[src/rtl/lif_neuron_layer.sv]
// Layer of N leaky integrate-and-fire neurons fed by M shared presynaptic spike lines.
// Latency: input spikes are registered as a per-neuron current at enabled edge k and integrated at enabled edge k+1.
// Backpressure: none; enable low freezes all state and forces spike_out to 0.
//
// Ports:
//   clk, reset            single clock, synchronous active-high reset
//   enable                global advance strobe; low holds every register
//   input_spikes [M]      presynaptic spikes, bit j = input j
//   weights [N*M*W]       signed weight of neuron n, input j at [(n*M+j)*W +: W]
//   threshold, decay [V]  shared firing threshold and per-update leak
//   refractory_period [8] updates a neuron stays silent after firing
//   reset_mode            0 = reset-to-zero, 1 = subtract-threshold after a spike
//   spike_out [N]         registered one-cycle spike pulse per neuron
//   membrane [N*V]        registered unsigned potential, neuron n at [n*V +: V]
module lif_neuron_layer #(
    parameter int M = 8,
    parameter int N = 4,
    parameter int W = 8,
    parameter int V = 8
) (
    input  logic             clk,
    input  logic             reset,
    input  logic             enable,
    input  logic [M-1:0]     input_spikes,
    input  logic [N*M*W-1:0] weights,
    input  logic [V-1:0]     threshold,
    input  logic [V-1:0]     decay,
    input  logic [7:0]       refractory_period,
    input  logic             reset_mode,
    output logic [N-1:0]     spike_out,
    output logic [N*V-1:0]   membrane
);

    // Accumulator wide enough for M full-scale weights and for the V-bit
    // saturation bounds, plus a guard bit so the signed compares never wrap.
    localparam int SW = W + $clog2(M) + 1;
    localparam int AW = ((SW > V) ? SW : V) + 1;
    localparam logic signed [AW-1:0] CUR_MAX = AW'((2 ** (V - 1)) - 1);
    localparam logic signed [AW-1:0] CUR_MIN = ~CUR_MAX;

    logic signed [AW-1:0] acc      [N];
    logic signed [V-1:0]  cur_next [N];
    logic signed [V-1:0]  cur_reg  [N];
    logic        [V-1:0]  mem      [N];
    logic        [7:0]    ref_cnt  [N];

    logic        [V-1:0]  leaked   [N];
    logic signed [V+1:0]  sum2     [N];
    logic        [V-1:0]  clamped  [N];
    logic        [V-1:0]  mem_fire [N];
    logic        [N-1:0]  fire;

    // Stage 1: synaptic current, saturated to the signed V-bit range.
    always_comb begin
        for (int n = 0; n < N; n++) begin
            acc[n] = '0;
            for (int j = 0; j < M; j++) begin
                if (input_spikes[j]) begin
                    acc[n] = acc[n] + AW'($signed(weights[(n*M+j)*W +: W]));
                end
            end
            if (acc[n] > CUR_MAX) begin
                cur_next[n] = CUR_MAX[V-1:0];
            end else if (acc[n] < CUR_MIN) begin
                cur_next[n] = CUR_MIN[V-1:0];
            end else begin
                cur_next[n] = acc[n][V-1:0];
            end
        end
    end

    // Stage 2 datapath: leak (never below zero), add last cycle's current,
    // clamp to the unsigned V-bit range, then compare against threshold.
    always_comb begin
        for (int n = 0; n < N; n++) begin
            leaked[n] = (mem[n] > decay) ? (mem[n] - decay) : '0;
            sum2[n]   = $signed({2'b00, leaked[n]})
                      + $signed({{2{cur_reg[n][V-1]}}, cur_reg[n]});
            // Bit V+1 is the sign; bit V set on a non-negative value means overflow.
            if (sum2[n][V+1]) begin
                clamped[n] = '0;
            end else if (sum2[n][V]) begin
                clamped[n] = '1;
            end else begin
                clamped[n] = sum2[n][V-1:0];
            end
            fire[n]     = (clamped[n] >= threshold);
            mem_fire[n] = reset_mode ? (clamped[n] - threshold) : '0;
        end
    end

    always_ff @(posedge clk) begin
        if (reset) begin
            spike_out <= '0;
            for (int n = 0; n < N; n++) begin
                cur_reg[n] <= '0;
                mem[n]     <= '0;
                ref_cnt[n] <= '0;
            end
        end else if (enable) begin
            for (int n = 0; n < N; n++) begin
                cur_reg[n] <= cur_next[n];
                if (ref_cnt[n] != 8'd0) begin
                    // Refractory: the pending current is dropped, not deferred.
                    ref_cnt[n]   <= ref_cnt[n] - 8'd1;
                    mem[n]       <= '0;
                    spike_out[n] <= 1'b0;
                end else if (fire[n]) begin
                    ref_cnt[n]   <= refractory_period;
                    mem[n]       <= mem_fire[n];
                    spike_out[n] <= 1'b1;
                end else begin
                    mem[n]       <= clamped[n];
                    spike_out[n] <= 1'b0;
                end
            end
        end else begin
            spike_out <= '0;
        end
    end

    for (genvar g = 0; g < N; g++) begin : g_mem_out
        assign membrane[g*V +: V] = mem[g];
    end

endmodule
[config.mk]
export PLATFORM = sky130hd
export DESIGN_NAME = lif_neuron_layer
export DESIGN_NICKNAME = d
export VERILOG_FILES = /design/src/rtl/lif_neuron_layer.sv
export SDC_FILE = /design/constraint.sdc
export NUM_CORES = 1
export LEC_CHECK = 0
export CAP_MARGIN = 25
export CORE_ASPECT_RATIO = 1.5
export CORE_MARGIN = 2
export CORE_UTILIZATION = 43
export DETAILED_ROUTE_END_ITERATION = 10
export GPL_TIMING_DRIVEN = 0
export PLACE_DENSITY = 0.61
export SETUP_SLACK_MARGIN = 0.1
export SLEW_MARGIN = 20
export SYNTH_ARGS = -nofsm -noshare
export SYNTH_HDL_FRONTEND = slang
export SYNTH_SLANG_ARGS = --single-unit
[constraint.sdc]
create_clock -name clk -period 21.9 [get_ports clk]
set_input_delay 2.19 -clock clk [delete_from_list [all_inputs] [get_ports clk]]
set_output_delay 2.19 -clock clk [all_outputs]
set_load 0.05 [all_outputs]
# Word level (Yosys, flattened, before mapping)
# Memories as Yosys holds them, arrays and structs flattened.
# Cells that the tools add are included.
# word_totals
ff_bits,4
ram_bits,96
word_cells,235
memories,3
# memory_table
memory,words,word_bits,read_ports,rd_clocked_by_memory_dff,wr,line_no,text
cur_reg,4,8,4,0,4,43,logic signed [V-1:0] cur_reg [N];
mem,4,8,4,0,4,44,logic [V-1:0] mem [N];
ref_cnt,4,8,4,0,4,45,logic [7:0] ref_cnt [N];
# op_classes
addsub,44
order_cmp,16
muxes,141
n_bitwise,25
reduce_logical,5
# op_table
cell,count
$mux W13,32
$mux W8,48
$add A13 B8 Y13,28
$sub A8 B8 Y8,8
$mux W1,61
$gt A13 B8 Y1 const B,4
$lt A13 B8 Y1 const B,4
$add A9 B8 Y10,4
$ge A8 B8 Y1,4
$gt A8 B8 Y1,4
$reduce_bool A8 Y1,4
$sub A8 B1 Y8 const B,4
$or A1 B1 Y1,24
$reduce_or A2 Y1,1
$not A1 Y1,1

# Depth between registers and ports, before layout
# Gate-level depths: netlist of run 1.
# logic_depth
ltp_word,19
depth_mapped,57

# Worst setup path before layout of run 1
# Ideal clock, no wire load.
# synth_path
path_type,input to register
startpoint,in input_spikes[0]
endpoint,mem cur_reg[0][0] (data pin)
setup_ns,0.274
arrival_time_ns,12.286
setup_slack_ns,9.340
cell_stages,55
path_cell_list,buf_2 > buf_2 > and2_1 > ha_1 > fa_1 > o2111ai_1 > a21boi_0 > o21a_1 > nor2_1 > xnor2_1 > nand2_1 > o21ai_0 > ha_1 > a2111oi_0 > o21ai_0 > a41oi_1 > xnor2_1 > a21oi_1 > [19 not listed] > nor2_1 > and3_1 > or2_2 > ha_1 > and3_1 > a2111oi_0 > xnor2_1 > mux2_2 > ha_1 > nand4_1 > a21oi_1 > or3_1 > a21oi_1 > xor2_1 > nor2_1 > xnor3_1 > o21ai_1 > o22ai_1
# synth_lines
element,line_no,text
start: declaration,24,"input logic [M-1:0] input_spikes,"
end: declaration,43,

==> flow_summary_export.csv, run 1 <==
group,metric,value,unit
logic_synthesis,synth_nets,4412,
sta,fin_crit_sh,69.9,%
logic_synthesis,synth.cell_area,27800,um^2
status,status,"completed",
sta,slew_headroom,33.4,%
routing,drt_pass1_iterations,5,
logic_synthesis,synth_xor_xnor_area_share,9.25,%
power,power.leakage,0.0143,uW
clock_tree,cts_sinks,100,
clock_tree,cts_setup_buffers,0,
power,p_sw_share,50.9,%
logic_synthesis,syn_area_per_cell,7.61,um^2
cells_and_area,utilization,50.5,%
floorplan,io_pins,328,
worst_setup_path,worst_path_most_repeated_cell,"ha_1",
floorplan,core,64200,um^2
power,power,3370,uW
placed_design,hpwlAfterDp,85.0,mm
sta,skew,16.8,ps
placed_design,globalplace.congestion,0.945,
floorplan,chipWidth,212,um
cells_and_area,fillCellCount,6439,
worst_setup_path,slowest_delay,750,ps
worst_hold_path,min_from,"ref_cnt[3][0]",
flow_run,drv.max_cap_violation_count,0,
worst_hold_path,hp-class,"reg -> reg",
clock_tree,clk_latency,370,ps
floorplan,die_h,315,um
logic_synthesis,ys_seq_area_share,10.7,%
worst_setup_path,cp_max_fo,10,
routing,drc,0,
sta,finalHoldViolations,0,
worst_setup_path,required,21980,ps
power,switching_power,1720,uW
worst_setup_path,r2r_start,"mem[1][0]",
cells_and_area,seqCellArea,2960,um^2
worst_setup_path,reg2reg_to,"ref_cnt[1][4]",
power,power_frac_clock,4.9,%
worst_setup_path,cp_top_family,"compound AO/OA/AOI/OAI gates",
routing,wl_per_cell,20.3,um
cells_and_area,layout.nets,4746,
cells_and_area,drive_gt1_share,3.53,%
worst_hold_path,hold_end,"ref_cnt[3][0]",
worst_hold_path,min_path_cells,1,
global_route,grt.overflow.total,0,
logic_synthesis,synth_compound_area_share,30.4,%
logic_synthesis,synthSimpleGateAreaFrac,18.9,%
global_route,grt_max_degree,34,
routing,vias,28100,
clock_tree,cts_tree,"built",
logic_synthesis,synth_ff_type,"edfxtp_1",
clock_tree,ctsResizeCount,0,
worst_setup_path,crit_slowest_cell,"clkdlybuf4s50_1",
clock_tree,cts_buffer_depth,2,
sta,drv_slew,0,
sta,rsz0062_at_grt,"false",
power,seq_power_share,8.6,%
global_route,antenna_found_initial,13,
power,pwr-share-comb,86.5,%
logic_synthesis,netlist-cell-type-count,93,
worst_setup_path,path_buf_inv,8,
worst_setup_path,r2r_cells,39,
floorplan,start_util,43.3,%
clock_tree,cts-root-buf,"clkbuf_16",
clock_tree,clk_pin_slew,70,ps
floorplan,die_area,66800,um^2
logic_synthesis,synth_seq_cells,100,
sta,final-setup-viol-count,0,
power,p_int,1650,uW
routing,antenna_left,0,
sta,setup_tns,0,ps
logic_synthesis,muxShareOfSynthArea,4.36,%
floorplan,rows,114,
sta,tightest_slew,999,ps
clock_tree,cts_made_buffers,9,
logic_synthesis,synth-edff-count,96,
logic_synthesis,synth_top_family_by_area,"compound AO/OA/AOI/OAI gates",
cells_and_area,multi_input_area,23600,um^2
global_route,grt_pass1_vias,27600,
logic_synthesis,yosysWarningCount,0,
global_route,grt_pass1_wl,148,mm
worst_setup_path,cp.arrival,15380,ps
routing,drt-total-wl,97.6,mm
logic_synthesis,synthAdderAreaFrac,22.0,%
placed_design,portBuffers,322,
worst_setup_path,r2r_slack,13290,ps
cells_and_area,area_delta_synth_final,16.4,%
routing,drt_iter0_markers,1347,
sta,fmax,65.3,MHz
power,power.density,104,nW/um^2
worst_setup_path,critical_path_class,"in -> reg",
logic_synthesis,synthArstFlopShare,0,%
global_route,grt_usage,28.5,%
clock_tree,cts-hold-fix-buffers,0,
sta,fin_crit,15300,ps
logic_synthesis,syn_inst,3656,
power,ir_worst_vdd,48.8,uV
clock_tree,htree_levels,3,
routing,drt-vias-per-instance,5.85,
worst_setup_path,end_kind,"flip-flop",
worst_setup_path,start_kind,"primary input",
-- metal layers --
layer | part of all wire, % | global-route usage [%] | wire length, um
met5 | 0.10 | 0 | 99
met4 | 6.5 | 18.1 | 6380
met2 | 52 | 54.6 | 50500
met1 | 38 | 29.6 | 37000
met3 | 3.7 | 2.52 | 3580
-- area by class of cell --
type | count | area share [%]
antenna | 5 | 0.0386
timing repair buffer | 323 | 10.0
clock inverter | 7 | 0.228
tap | 812 | 3.14
buffer | 100 | 1.17
sequential | 100 | 9.15
multi-input combinational | 3229 | 72.9
clock buffer | 9 | 0.695
inverter | 227 | 2.63
-- power by group through the flow --
stage	Sequential [uW]	Clock, uW	Combinational [uW]
6_report	289	165	2920
5_1_grt	293	174	3260
4_1_cts	289	169	2890
3_5_place_dp	293	0	2870
3_3_place_gp	292	0	2850
2_1_floorplan	300	0	2270
-- placed cells by master, fill, tap and decap left out, drive strengths merged, types with 39 or more instances in the layout --
cell,count
o21ai,267
xnor2,192
nand2,260
nor2b,58
mux2i,39
o21a,130
a21oi,281
edfxtp,96
inv,232
xor2,81
clkdlybuf4s50,322
nand3,55
nor3,87
nand2b,53
and2,51
a21o,171
nor2,357
fa,40
mux2,73
ha,424
a211oi,81
clkbuf,92
-- worst max-delay path by stage --
| stage | from | to | slack [ps] | cells past startpoint |
|---|---|---|---|---|
| floorplan | input_spikes[0] | cur_reg[0][0] | 9340 | 55 |
| global placement | input_spikes[0] | cur_reg[0][3] | 6230 | 55 |
| detailed placement | input_spikes[0] | cur_reg[0][3] | 6250 | 55 |
| CTS | input_spikes[0] | cur_reg[0][3] | 6570 | 55 |
| global route | input_spikes[0] | cur_reg[1][6] | 5650 | 58 |
| finish | input_spikes[0] | cur_reg[1][2] | 6600 | 58 |
-- cells in the mapped netlist (all sizes together), types with 26 or more instances --
cell    number  area [um^2]
o21a       130          976
a31oi       36          231
o31ai       28          215
mux2        73          822
a211oi      81          618
a21o       171         1280
o21bai      28          210
edfxtp      96         2880
inv        225          845
xnor2      192         1680
a21oi      281         1410
and3        27          169
and2        51          322
fa          40          801
nor3        87          435
nand2b      53          332
xor2        81          709
mux2i       39          390
nand4       26          163
nor2       357         1340
ha         424         5310
nand3       55          275
o211ai      30          225
o21ai      267         1340
clkbuf      83          312
nand2      260          976
nor2b       58          363
or3         38          238
-- per-stage QoR --
step,area [um^2],setup WS (ps),hold WS [ps],std cells
global placement,32000,6230,643,4790
detailed placement,32100,6250,646,4791
global route,32400,5650,715,4812
finish,32400,6600,654,4812
CTS,32400,6570,664,4807
floorplan,27800,9340,613,3656
-- cell families after synthesis --
logic type | after synthesis
buffers and inverters | 327
DFF | 100
muxes | 112
and+or+nand+nor | 1098
AOI/OAI and AO/OA | 1272
adders and majority gates | 466
xor gates and xnor gates | 281
(Power assumes the default switching activity.)
==> run 2, diff against run 1 <==
- clock period: 21.9 -> 14.9 ns (I/O delays scaled with it)
==> flow_summary_export.csv, run 2 (synthesis results as in run 1) <==
group,metric,value,unit
sta,slew_headroom,33.0,%
cells_and_area,drive_gt1_share,3.60,%
flow_run,drv.max_cap_violation_count,0,
cells_and_area,layout_common_cells,"ha_1, nor2_1, clkdlybuf4s50_1",
global_route,grt.overflow.total,0,
sta,setup_tns,0,ps
sta,fmax,71.7,MHz
sta,skew,16.7,ps
cells_and_area,area_delta_synth_final,16.5,%
worst_setup_path,end_kind,"flip-flop",
sta,fin_crit_sh,93.6,%
sta,final-setup-viol-count,0,
power,power.leakage,0.0143,uW
routing,vias,28100,
worst_setup_path,start_kind,"primary input",
cells_and_area,layout.nets,4746,
worst_hold_path,hp-class,"reg -> reg",
sta,fin_crit,13950,ps
clock_tree,cts_buffer_depth,2,
global_route,grt_max_degree,34,
worst_setup_path,slowest_delay,490,ps
global_route,grt_pass1_vias,27600,
routing,drt_iter0_markers,1359,
floorplan,die_h,315,um
worst_setup_path,cp_max_fo,10,
routing,antenna_left,0,
sta,layout_setup_ws,953,ps
worst_setup_path,cp.arrival,14030,ps
cells_and_area,mostFrequentLayoutCell,"ha_1",
routing,wl_per_cell,20.3,um
sta,finalHoldViolations,0,
routing,drt_pass1_iterations,5,
clock_tree,cts_made_buffers,9,
placed_design,pre_cts_ws,-47.5,ps
cells_and_area,multi_input_area,23600,um^2
sta,rsz0062_at_grt,"false",
clock_tree,clk_pin_slew,70,ps
clock_tree,cts-root-buf,"clkbuf_16",
placed_design,hpwlAfterDp,85.0,mm
floorplan,start_util,43.3,%
power,power.density,153,nW/um^2
global_route,antenna_found_initial,13,
global_route,grt_usage,28.5,%
cells_and_area,fillCellCount,6438,
floorplan,chipWidth,212,um
power,ir_worst_vdd,71.8,uV
clock_tree,cts-hold-fix-buffers,0,
cells_and_area,seqCellArea,2960,um^2
floorplan,rows,114,
sta,drv_slew,0,
routing,drt-total-wl,97.7,mm
sta,tightest_slew,1010,ps
worst_setup_path,crit_slowest_cell,"a2111oi_0",
floorplan,core,64200,um^2
routing,drt-vias-per-instance,5.84,
clock_tree,cts_tree,"built",
placed_design,globalplace.congestion,0.945,
clock_tree,htree_levels,3,
clock_tree,cts_sinks,100,
placed_design,portBuffers,322,
clock_tree,clk_latency,370,ps
floorplan,die_area,66800,um^2
floorplan,io_pins,328,
routing,drc,0,
status,status,"completed",
worst_setup_path,critical_path_class,"in -> reg",
worst_setup_path,required,14980,ps
global_route,grt_pass1_wl,148,mm
worst_setup_path,worst_path_most_repeated_cell,"ha_1",
[run 2: cell types whose count changed in the layout (fill, tap and decap cells not counted)]
cell	before	now
clkdlybuf4s50_1	322	321
diode_2	5	6
a221oi_1	6	5
clkbuf_1	83	82
o21ai_2	1	2
dlymetal6s2s_1	0	1
a221oi_2	0	1
o21ai_1	5	4
clkbuf_2	0	1
[run 2: timing repair]
item | in CTS | in global routing
hold endpoints to repair | 0 | 0
gates resized for setup | 0 | 5
setup endpoints to repair | 0 | 15
setup buffers | 0 | 0
[run 2: where the power goes]
part	switching (uW)	total, uW	internal (uW)
Combinational	2370	4290	1920
Sequential	35.7	424	389
Clock	122	243	121
[run 2: worst max-delay path: cells and delay by family]
kind / cells / cell delay (ps)
adder cells (fa/ha/maj): 8 / 2550
XOR/XNOR: 5 / 960
multiplexers: 1 / 290
AND/OR/NAND/NOR: 16 / 2420
AO/OA/AOI/OAI: 20 / 4730
buffers and inverters: 6 / 1540
[run 2: metrics by stage]
step	hold WS, ps	cell area (um^2)	util [%]	power, uW	cells
6_report	654	32400	50.5	4960	4813
5_1_grt	715	32400	50.5	5490	4812
4_1_cts	664	32400	50.4	4920	4807
2_1_floorplan	613	27800	-	3780	3656
3_5_place_dp	646	32100	50.0	4650	4791
3_3_place_gp	643	32000	49.9	4620	4790
[run 2: final timing paths]
check / slack, ps / cells past startpoint / startpoint / endpoint
setup reg to reg: 6260 / 39 / mem[1][0] / ref_cnt[1][4]
hold reg to reg: 650 / 1 / ref_cnt[3][0] / ref_cnt[3][0]
hold / removal: 650 / 1 / ref_cnt[3][0] / ref_cnt[3][0]
setup / recovery: 950 / 56 / input_spikes[0] / cur_reg[0][3]
[run 2: area by class of cell]
type	count	share of cell area (%)
Timing Repair Buffer	323	10.0
Sequential cell	100	9.14
Tap cell	812	3.14
Clock buffer	9	0.695
Inverter	227	2.63
Buffer	100	1.18
Antenna cell	6	0.0463
Clock inverter	7	0.228
Multi-Input combinational cell	3229	72.9
[run 2: per-layer routing]
metal / GRT usage [%] / routed length [um] / up-vias / part of all wire, %
li1: - / - / 14200 / -
met1: 29.6 / 37200 / 12900 / 38
met2: 54.6 / 50500 / 714 / 52
met3: 2.52 / 3470 / 223 / 3.6
met4: 18.1 / 6450 / 14 / 6.6
met5: 0 / 88 / - / 0.090
